`config.mk`:
```
export PLATFORM = sky130hd
export DESIGN_NAME = alsu_rr_scheduler_flat
export DESIGN_NICKNAME = d
export VERILOG_FILES = /design/src/rtl/alsu_rr_scheduler_pkg.sv /design/src/rtl/alsu_rr_scheduler_if.sv /design/src/rtl/alsu_rr_scheduler_rr_arbiter.sv /design/src/rtl/alsu_rr_scheduler.sv /design/src/flat_wrapper.sv
export SDC_FILE = /design/constraint.sdc
export NUM_CORES = 1
export LEC_CHECK = 0
export ABC_CLOCK_PERIOD_IN_PS = 3700
export CAP_MARGIN = 40
export CORE_MARGIN = 8
export CORE_UTILIZATION = 37
export DETAILED_ROUTE_END_ITERATION = 7
export GPL_TIMING_DRIVEN = 1
export PLACE_DENSITY_LB_ADDON = 0.3
export SYNTH_ARGS = -nofsm -noshare
export SYNTH_HDL_FRONTEND = slang
export SYNTH_HIERARCHICAL = 1
export SYNTH_SLANG_ARGS = --single-unit
```
`constraint.sdc`:
```
create_clock -name CLK -period 3.7 [get_ports CLK]
set_input_delay 0.74 -clock CLK [delete_from_list [all_inputs] [get_ports CLK]]
set_output_delay 0.74 -clock CLK [all_outputs]
set_load 0.005 [all_outputs]
```
`src/rtl/alsu_rr_scheduler_pkg.sv`:
```
// alsu_rr_scheduler_pkg
// Shared definitions for the ALSU round-robin scheduler: command word layout,
// ALSU opcode values, FSM state encoding and the invalid-command predicate.
package alsu_rr_scheduler_pkg;

  localparam int CMD_W    = 16;
  localparam int OPC_LSB  = 0;
  localparam int A_LSB    = 3;
  localparam int B_LSB    = 6;
  localparam int CIN_BIT  = 9;
  localparam int SER_BIT  = 10;
  localparam int DIR_BIT  = 11;
  localparam int REDA_BIT = 12;
  localparam int REDB_BIT = 13;
  localparam int BYPA_BIT = 14;
  localparam int BYPB_BIT = 15;

  localparam logic [2:0] OP_AND   = 3'b000;
  localparam logic [2:0] OP_XOR   = 3'b001;
  localparam logic [2:0] OP_ADD   = 3'b010;
  localparam logic [2:0] OP_MULT  = 3'b011;
  localparam logic [2:0] OP_SHIFT = 3'b100;
  localparam logic [2:0] OP_ROT   = 3'b101;
  localparam logic [2:0] OP_INV6  = 3'b110;
  localparam logic [2:0] OP_INV7  = 3'b111;

  // Idle command: only byp_A set, so the ALSU passes A (=0) straight through.
  localparam logic [CMD_W-1:0] CMD_IDLE = CMD_W'(1) << BYPA_BIT;

  typedef enum logic [1:0] {
    ST_IDLE  = 2'd0,
    ST_DRIVE = 2'd1,
    ST_RESP  = 2'd2
  } state_t;

  // A command is invalid when the ALSU would route it to its Invalid case.
  // Any bypass bit overrides the opcode, so bypassed commands are always valid.
  function automatic logic is_invalid_cmd(input logic [CMD_W-1:0] cmd);
    logic [2:0] op;
    logic       red_any;
    op      = cmd[OPC_LSB +: 3];
    red_any = cmd[REDA_BIT] | cmd[REDB_BIT];
    if (cmd[BYPA_BIT] || cmd[BYPB_BIT]) begin
      return 1'b0;
    end
    if (op == OP_INV6 || op == OP_INV7) begin
      return 1'b1;
    end
    if (op >= OP_ADD && op <= OP_ROT && red_any) begin
      return 1'b1;
    end
    return 1'b0;
  endfunction

endpackage

```
`src/rtl/alsu_rr_scheduler_if.sv`:
```
// alsu_rr_scheduler_if
// Requester/response bus of the ALSU scheduler.
//   req_valid/req_cmd/req_ready : per-requester command handshake
//   rsp_valid/rsp_ready         : response handshake
//   rsp_id/rsp_data/rsp_err     : response payload
// master = requesters + response consumer, slave = scheduler.
interface alsu_rr_scheduler_if #(
  parameter int N_REQ = 4,
  parameter int ID_W  = 2
) ();
  logic [N_REQ-1:0]    req_valid;
  logic [16*N_REQ-1:0] req_cmd;
  logic [N_REQ-1:0]    req_ready;
  logic                rsp_valid;
  logic                rsp_ready;
  logic [ID_W-1:0]     rsp_id;
  logic [5:0]          rsp_data;
  logic                rsp_err;

  modport master (
    output req_valid, req_cmd, rsp_ready,
    input  req_ready, rsp_valid, rsp_id, rsp_data, rsp_err
  );

  modport slave (
    input  req_valid, req_cmd, rsp_ready,
    output req_ready, rsp_valid, rsp_id, rsp_data, rsp_err
  );
endinterface

```
`src/rtl/alsu_rr_scheduler_rr_arbiter.sv`:
```
// rr_arbiter
// Combinational round-robin pick: first set bit of req_i at or after ptr_i,
// wrapping from N_REQ-1 back to 0.
//   req_i   : request vector
//   ptr_i   : highest-priority index (must be < N_REQ)
//   grant_o : one-hot grant
//   idx_o   : index of the granted bit
//   any_o   : at least one request present
module rr_arbiter #(
  parameter int N_REQ = 4,
  parameter int ID_W  = 2
) (
  input  logic [N_REQ-1:0] req_i,
  input  logic [ID_W-1:0]  ptr_i,
  output logic [N_REQ-1:0] grant_o,
  output logic [ID_W-1:0]  idx_o,
  output logic             any_o
);

  always_comb begin
    int              cand;
    logic [ID_W-1:0] cand_idx;
    grant_o  = '0;
    idx_o    = '0;
    any_o    = 1'b0;
    cand     = 0;
    cand_idx = '0;
    for (int k = 0; k < N_REQ; k++) begin
      cand = int'(ptr_i) + k;
      if (cand >= N_REQ) begin
        cand = cand - N_REQ;
      end
      cand_idx = ID_W'(cand);
      if (!any_o && req_i[cand_idx]) begin
        any_o             = 1'b1;
        grant_o[cand_idx] = 1'b1;
        idx_o             = cand_idx;
      end
    end
  end

endmodule

```
`src/rtl/alsu_rr_scheduler.sv`:
```
// alsu_rr_scheduler
// Shares one ALSU among N_REQ requesters. A round-robin arbiter accepts one
// command at a time; valid commands are driven to the ALSU for ALSU_LAT
// cycles and the ALSU result is returned tagged with the requester id.
// Commands the ALSU would treat as Invalid are answered locally with rsp_err.
//   CLK, RST_n          : clock, asynchronous active-low reset
//   bus (slave)         : request/response handshake, see alsu_rr_scheduler_if
//   alsu_A .. alsu_byp_B: ALSU inputs, held from the last accepted valid cmd
//   alsu_out            : ALSU result
module alsu_rr_scheduler
  import alsu_rr_scheduler_pkg::*;
#(
  parameter int N_REQ    = 4,
  parameter int ALSU_LAT = 3,
  parameter int ID_W     = $clog2(N_REQ)
) (
  input  logic                CLK,
  input  logic                RST_n,
  alsu_rr_scheduler_if.slave  bus,
  output logic [2:0]          alsu_A,
  output logic [2:0]          alsu_B,
  output logic [2:0]          alsu_opcode,
  output logic                alsu_cin,
  output logic                alsu_serial_in,
  output logic                alsu_dir,
  output logic                alsu_red_A,
  output logic                alsu_red_B,
  output logic                alsu_byp_A,
  output logic                alsu_byp_B,
  input  logic [5:0]          alsu_out
);

  localparam int LAT_W = $clog2(ALSU_LAT + 1);

  state_t           state_q;
  logic [CMD_W-1:0] cmd_q;
  logic [ID_W-1:0]  id_q;
  logic [ID_W-1:0]  rr_ptr_q;
  logic [ID_W-1:0]  rr_ptr_d;
  logic [LAT_W-1:0] lat_cnt_q;
  logic             rsp_valid_q;
  logic [5:0]       rsp_data_q;
  logic             rsp_err_q;

  logic [CMD_W-1:0] cmd_arr [N_REQ];
  logic [N_REQ-1:0] grant;
  logic [ID_W-1:0]  grant_idx;
  logic             grant_any;
  logic [CMD_W-1:0] sel_cmd;
  logic             sel_invalid;

  for (genvar gi = 0; gi < N_REQ; gi++) begin : g_cmd_unpack
    assign cmd_arr[gi] = bus.req_cmd[CMD_W*gi +: CMD_W];
  end

  rr_arbiter #(
    .N_REQ (N_REQ),
    .ID_W  (ID_W)
  ) u_arb (
    .req_i   (bus.req_valid),
    .ptr_i   (rr_ptr_q),
    .grant_o (grant),
    .idx_o   (grant_idx),
    .any_o   (grant_any)
  );

  assign sel_cmd     = cmd_arr[grant_idx];
  assign sel_invalid = is_invalid_cmd(sel_cmd);
  assign rr_ptr_d    = (int'(grant_idx) == N_REQ - 1) ? '0 : grant_idx + ID_W'(1);

  // Gated by RST_n so a requester never sees an accept while the FSM is held
  // in reset and cannot actually latch its command.
  assign bus.req_ready = (state_q == ST_IDLE && RST_n) ? grant : '0;

  assign bus.rsp_valid = rsp_valid_q;
  assign bus.rsp_id    = id_q;
  assign bus.rsp_data  = rsp_data_q;
  assign bus.rsp_err   = rsp_err_q;

  always_ff @(posedge CLK or negedge RST_n) begin
    if (!RST_n) begin
      state_q     <= ST_IDLE;
      cmd_q       <= CMD_IDLE;
      id_q        <= '0;
      rr_ptr_q    <= '0;
      lat_cnt_q   <= '0;
      rsp_valid_q <= 1'b0;
      rsp_data_q  <= '0;
      rsp_err_q   <= 1'b0;
    end else begin
      case (state_q)
        ST_IDLE: begin
          if (grant_any) begin
            id_q     <= grant_idx;
            rr_ptr_q <= rr_ptr_d;
            if (sel_invalid) begin
              // cmd_q is left alone so the ALSU never sees a rejected command.
              rsp_valid_q <= 1'b1;
              rsp_err_q   <= 1'b1;
              rsp_data_q  <= '0;
              state_q     <= ST_RESP;
            end else begin
              cmd_q     <= sel_cmd;
              lat_cnt_q <= LAT_W'(ALSU_LAT - 1);
              state_q   <= ST_DRIVE;
            end
          end
        end
        ST_DRIVE: begin
          if (lat_cnt_q == '0) begin
            rsp_valid_q <= 1'b1;
            rsp_err_q   <= 1'b0;
            rsp_data_q  <= alsu_out;
            state_q     <= ST_RESP;
          end else begin
            lat_cnt_q <= lat_cnt_q - LAT_W'(1);
          end
        end
        ST_RESP: begin
          if (bus.rsp_ready) begin
            rsp_valid_q <= 1'b0;
            state_q     <= ST_IDLE;
          end
        end
        default: state_q <= ST_IDLE;
      endcase
    end
  end

  assign alsu_opcode    = cmd_q[OPC_LSB +: 3];
  assign alsu_A         = cmd_q[A_LSB +: 3];
  assign alsu_B         = cmd_q[B_LSB +: 3];
  assign alsu_cin       = cmd_q[CIN_BIT];
  assign alsu_serial_in = cmd_q[SER_BIT];
  assign alsu_dir       = cmd_q[DIR_BIT];
  assign alsu_red_A     = cmd_q[REDA_BIT];
  assign alsu_red_B     = cmd_q[REDB_BIT];
  assign alsu_byp_A     = cmd_q[BYPA_BIT];
  assign alsu_byp_B     = cmd_q[BYPB_BIT];

endmodule

```
`src/flat_wrapper.sv`:
```
// flat-port wrapper written by rule: the top's interface ports become plain ports
module alsu_rr_scheduler_flat import alsu_rr_scheduler_pkg::*;
#(
  parameter int N_REQ    = 4,
  parameter int ALSU_LAT = 3,
  parameter int ID_W     = $clog2(N_REQ)
)
  (CLK, RST_n, alsu_A, alsu_B, alsu_opcode, alsu_cin, alsu_serial_in, alsu_dir, alsu_red_A, alsu_red_B, alsu_byp_A, alsu_byp_B, alsu_out, bus_req_valid, bus_req_cmd, bus_rsp_ready, bus_req_ready, bus_rsp_valid, bus_rsp_id, bus_rsp_data, bus_rsp_err);
  alsu_rr_scheduler_if #(.N_REQ(N_REQ), .ID_W(ID_W)) bus_i ();
  input  logic CLK;
  input  logic RST_n;
  output logic [2:0] alsu_A;
  output logic [2:0] alsu_B;
  output logic [2:0] alsu_opcode;
  output logic alsu_cin;
  output logic alsu_serial_in;
  output logic alsu_dir;
  output logic alsu_red_A;
  output logic alsu_red_B;
  output logic alsu_byp_A;
  output logic alsu_byp_B;
  input  logic [5:0] alsu_out;
  input wire logic [$bits(bus_i.req_valid)-1:0] bus_req_valid;
  input wire logic [$bits(bus_i.req_cmd)-1:0] bus_req_cmd;
  input wire logic [$bits(bus_i.rsp_ready)-1:0] bus_rsp_ready;
  output wire logic [$bits(bus_i.req_ready)-1:0] bus_req_ready;
  output wire logic [$bits(bus_i.rsp_valid)-1:0] bus_rsp_valid;
  output wire logic [$bits(bus_i.rsp_id)-1:0] bus_rsp_id;
  output wire logic [$bits(bus_i.rsp_data)-1:0] bus_rsp_data;
  output wire logic [$bits(bus_i.rsp_err)-1:0] bus_rsp_err;
  assign bus_i.req_valid = bus_req_valid;
  assign bus_i.req_cmd = bus_req_cmd;
  assign bus_i.rsp_ready = bus_rsp_ready;
  assign bus_req_ready = bus_i.req_ready;
  assign bus_rsp_valid = bus_i.rsp_valid;
  assign bus_rsp_id = bus_i.rsp_id;
  assign bus_rsp_data = bus_i.rsp_data;
  assign bus_rsp_err = bus_i.rsp_err;
  alsu_rr_scheduler #(.N_REQ(N_REQ), .ALSU_LAT(ALSU_LAT), .ID_W(ID_W)) u_core (.CLK(CLK), .RST_n(RST_n), .bus(bus_i), .alsu_A(alsu_A), .alsu_B(alsu_B), .alsu_opcode(alsu_opcode), .alsu_cin(alsu_cin), .alsu_serial_in(alsu_serial_in), .alsu_dir(alsu_dir), .alsu_red_A(alsu_red_A), .alsu_red_B(alsu_red_B), .alsu_byp_A(alsu_byp_A), .alsu_byp_B(alsu_byp_B), .alsu_out(alsu_out));
endmodule
```
==> impl_metrics.json <==
{
  "grt_pass1_vias": 2127,
  "cp_cell_sequence": "clkdlybuf4s15_2 > mux4_2 > nor4b_4 > buf_4 > a22oi_1 > o21ai_0 > and3_1 > clkdlybuf4s50_1",
  "cts_buffers": 5,
  "die_h_um": 94.06,
  "clkLatencyLatePin_ps": 280,
  "synth-warning-count": 6,
  "drt_iter0_markers": 63,
  "rsz0062_at_grt": "false",
  "clkPwrFrac": 0.069,
  "antenna_found_initial": 0,
  "synthArstFlopShare": 1.000,
  "grt_util_all_layers": 0.1486,
  "fin_worst_hold_slack_ps": 496.3,
  "postSynthAreaPerCell_um2": 12.46,
  "synth.distinct_cells": 37,
  "n_antenna_cell": 0,
  "vdd_drop_max_v": 0.0006618,
  "dp_slack_ps": -616.4,
  "grt_max_degree": 33,
  "synth_cells": 181,
  "area_delta_synth_final_pct": 64.43,
  "end_kind": "output pin",
  "clock_sinks": 32,
  "grt_first_pass_wirelength_um": 10430,
  "synth_compound_gate_area_share": 0.1249,
  "gp_congestion": 0.8014,
  "synth-edff-count": 0,
  "core-area_um2": 5921,
  "muxShareOfSynthArea": 0.3147,
  "switchingPower_mw": 1.421,
  "wl_per_cell_um": 16.89,
  "htreeDepth": 2,
  "ys.flop_type": "dfrtp_1",
  "synth-xor-area-share": 0.003885,
  "critical_path_class": "in2out",
  "crit_required_ps": 2960,
  "cts.clk_slew.worst_paths_ps": 60,
  "status": "finished clean",
  "max_slew.worst_pin.slew_ps": 477.5,
  "max_stage_delay_ps": 610,
  "drc": 0,
  "synth.yosys.seq_area_share": 0.3557,
  "p_leak_nw": 1.551,
  "slew_viol_final": 0,
  "p_per_area_nw_per_um2": 1011,
  "ioPinCount": 107,
  "clock_skew_ps": 8.642,
  "cts_tree": "done",
  "syn_area_um2": 2255,
  "critPathSlowestCell": "mux4_2",
  "hold_viol": 0,
  "overflow": 0,
  "final_nets": 396,
  "viasPerCell": 5.209,
  "setup_violations": 0,
  "drv_cap": 0,
  "drive_above_1_share": 0.2788,
  "final_cell_mix": "99 x clkdlybuf4s50_1, 30 x dfrtp_1, 25 x buf_4",
  "synth-simple-area-share": 0.1132,
  "antenna_left": 0,
  "port-buffer-count": 106,
  "fp.dieW_um": 94.06,
  "cts_hold_buf": 0,
  "period_share": 0.9831,
  "final_common_cell": "clkdlybuf4s50_1",
  "clock.fmax_ghz": 0.2749,
  "timing.final.ws_setup_ps": 62.49,
  "fin_util": 0.6262,
  "intPower_mw": 2.326,
  "syn-num-nets": 266,
  "num_rows": 28,
  "cp-start-kind": "input port",
  "fp.dieArea_um2": 8847,
  "drt-total-wl_um": 6538,
  "root_buffer": "clkbuf_8",
  "setup_tns_ps": 0,
  "synth_fa_ha_area_frac": 0.04440,
  "dr_total_vias": 2016,
  "cp_max_fo": 6,
  "fin_crit_ps": 3638,
  "synth-seq-cells": 32,
  "first_pass_iters": 4,
  "combPwrFrac": 0.748,
  "cp.arrival_ps": 2900,
  "start_util": 0.3808,
  "min_path_type": "reg2reg",
  "slew_headroom": 0.6809,
  "synth_top_family_by_area": "multiplexers",
  "dpl.hpwl_um": 5439,
  "pwr-share-seq": 0.184,
  "switching_share": 0.3792,
  "clockBufferDepth": 2
}
-- metal layers --
metal  track usage  share of wire  vias up
met5             0              0        -
met4       0.04624          0.011        0
met3       0.04636          0.073        4
met2        0.2538           0.50       76
met1        0.1731           0.41      972
li1              -              -      964
-- synth_stat cells, types with 3 or more instances --
master / instances / share of area
a22oi_1: 15 / 0.050
and3_1: 4 / 0.011
buf_6: 4 / 0.020
clkbuf_1: 6 / 0.010
dfrtp_1: 31 / 0.34
ha_1: 8 / 0.044
inv_1: 7 / 0.012
mux2_2: 10 / 0.050
mux2_4: 6 / 0.040
mux2i_1: 3 / 0.013
mux4_1: 7 / 0.082
mux4_2: 13 / 0.13
nand2_1: 10 / 0.017
nand2b_1: 8 / 0.022
nor2_1: 9 / 0.015
nor3b_1: 3 / 0.010
o21ai_0: 12 / 0.027
-- layout make-up --
cell class | count | area, um^2
fillers | 483 | 2213
multi-input cells | 131 | 1406
repair buffers | 134 | 1296
flip-flops and latches | 32 | 803.3
well taps | 75 | 93.84
clock buffers | 7 | 76.32
inverters | 7 | 26.28
clock inverters | 1 | 5.005
-- power groups by stage --
| stage | clock, mW | combinational [mW] | sequential (mW) |
|---|---|---|---|
| after floorplan | 0 | 1.80 | 0.681 |
| after global placement | 0 | 2.72 | 0.686 |
| after CTS | 0.264 | 2.83 | 0.687 |
| final | 0.257 | 2.80 | 0.689 |
| after detailed placement | 0 | 2.77 | 0.691 |
| after global routing | 0.282 | 3.04 | 0.710 |
-- kinds of logic after synthesis --
| logic type | after synthesis |
|---|---|
| compound gates | 39 |
| mux | 39 |
| flops | 32 |
| simple gates | 44 |
| buf+inv | 18 |
| xor+xnor | 1 |
| fa+ha+maj | 8 |
-- what timing repair did --
| item | CTS | global route |
|---|---|---|
| setup buffers | 2 | 0 |
| pin swaps | 2 | 1 |
| gates resized for setup | 15 | 6 |
| setup endpoints to repair | 32 | 20 |
-- sequential cells by signal, indices dropped and copies added, names as in the netlist --
| register | count |
|---|---|
| u_core/state_q | 2 |
| u_core/bus.rsp_id | 2 |
| u_core/lat_cnt_q | 2 |
| u_core/bus.rsp_err | 1 |
| u_core/bus.rsp_valid | 1 |
| u_core/bus.rsp_data | 6 |
| u_core/rr_ptr_q | 2 |
| u_core/cmd_q | 16 |
-- path summary, 6_finish.rpt --
check	startpoint	slack [ps]	endpoint	depth (start not counted)
worst max-delay path	bus_req_valid[3]	60	bus_req_ready[2]	8
worst min-delay path	u_core/bus.rsp_id[1]$_DFFE_PN0P_	500	u_core/bus.rsp_id[1]$_DFFE_PN0P_	2
worst max register to register	u_core/rr_ptr_q[0]$_DFFE_PN0P_	180	u_core/cmd_q[3]$_DFFE_PN0P_	10
worst min register to register	u_core/bus.rsp_id[1]$_DFFE_PN0P_	500	u_core/bus.rsp_id[1]$_DFFE_PN0P_	2
max in group asynchronous	RST_n	2810	u_core/cmd_q[14]$_DFFE_PN1P_	2
min in group asynchronous	RST_n	550	u_core/bus.rsp_data[0]$_DFFE_PN0P_	2
-- critical path: cells and delay by family --
kind,cells,cell delay (ps)
simple gates,2,510
compound gates,2,130
buf+inv,3,900
mux,1,610
-- stage by stage --
step,instance area [um^2],total power [mW],cells
final,3707,3.747,387
after global routing,3707,4.037,387
after CTS,3690,3.779,387
after detailed placement,3578,3.458,377
after global placement,3578,3.404,377
after floorplan,2303,2.481,181
Note: power is estimated with default switching activity, not from simulation.
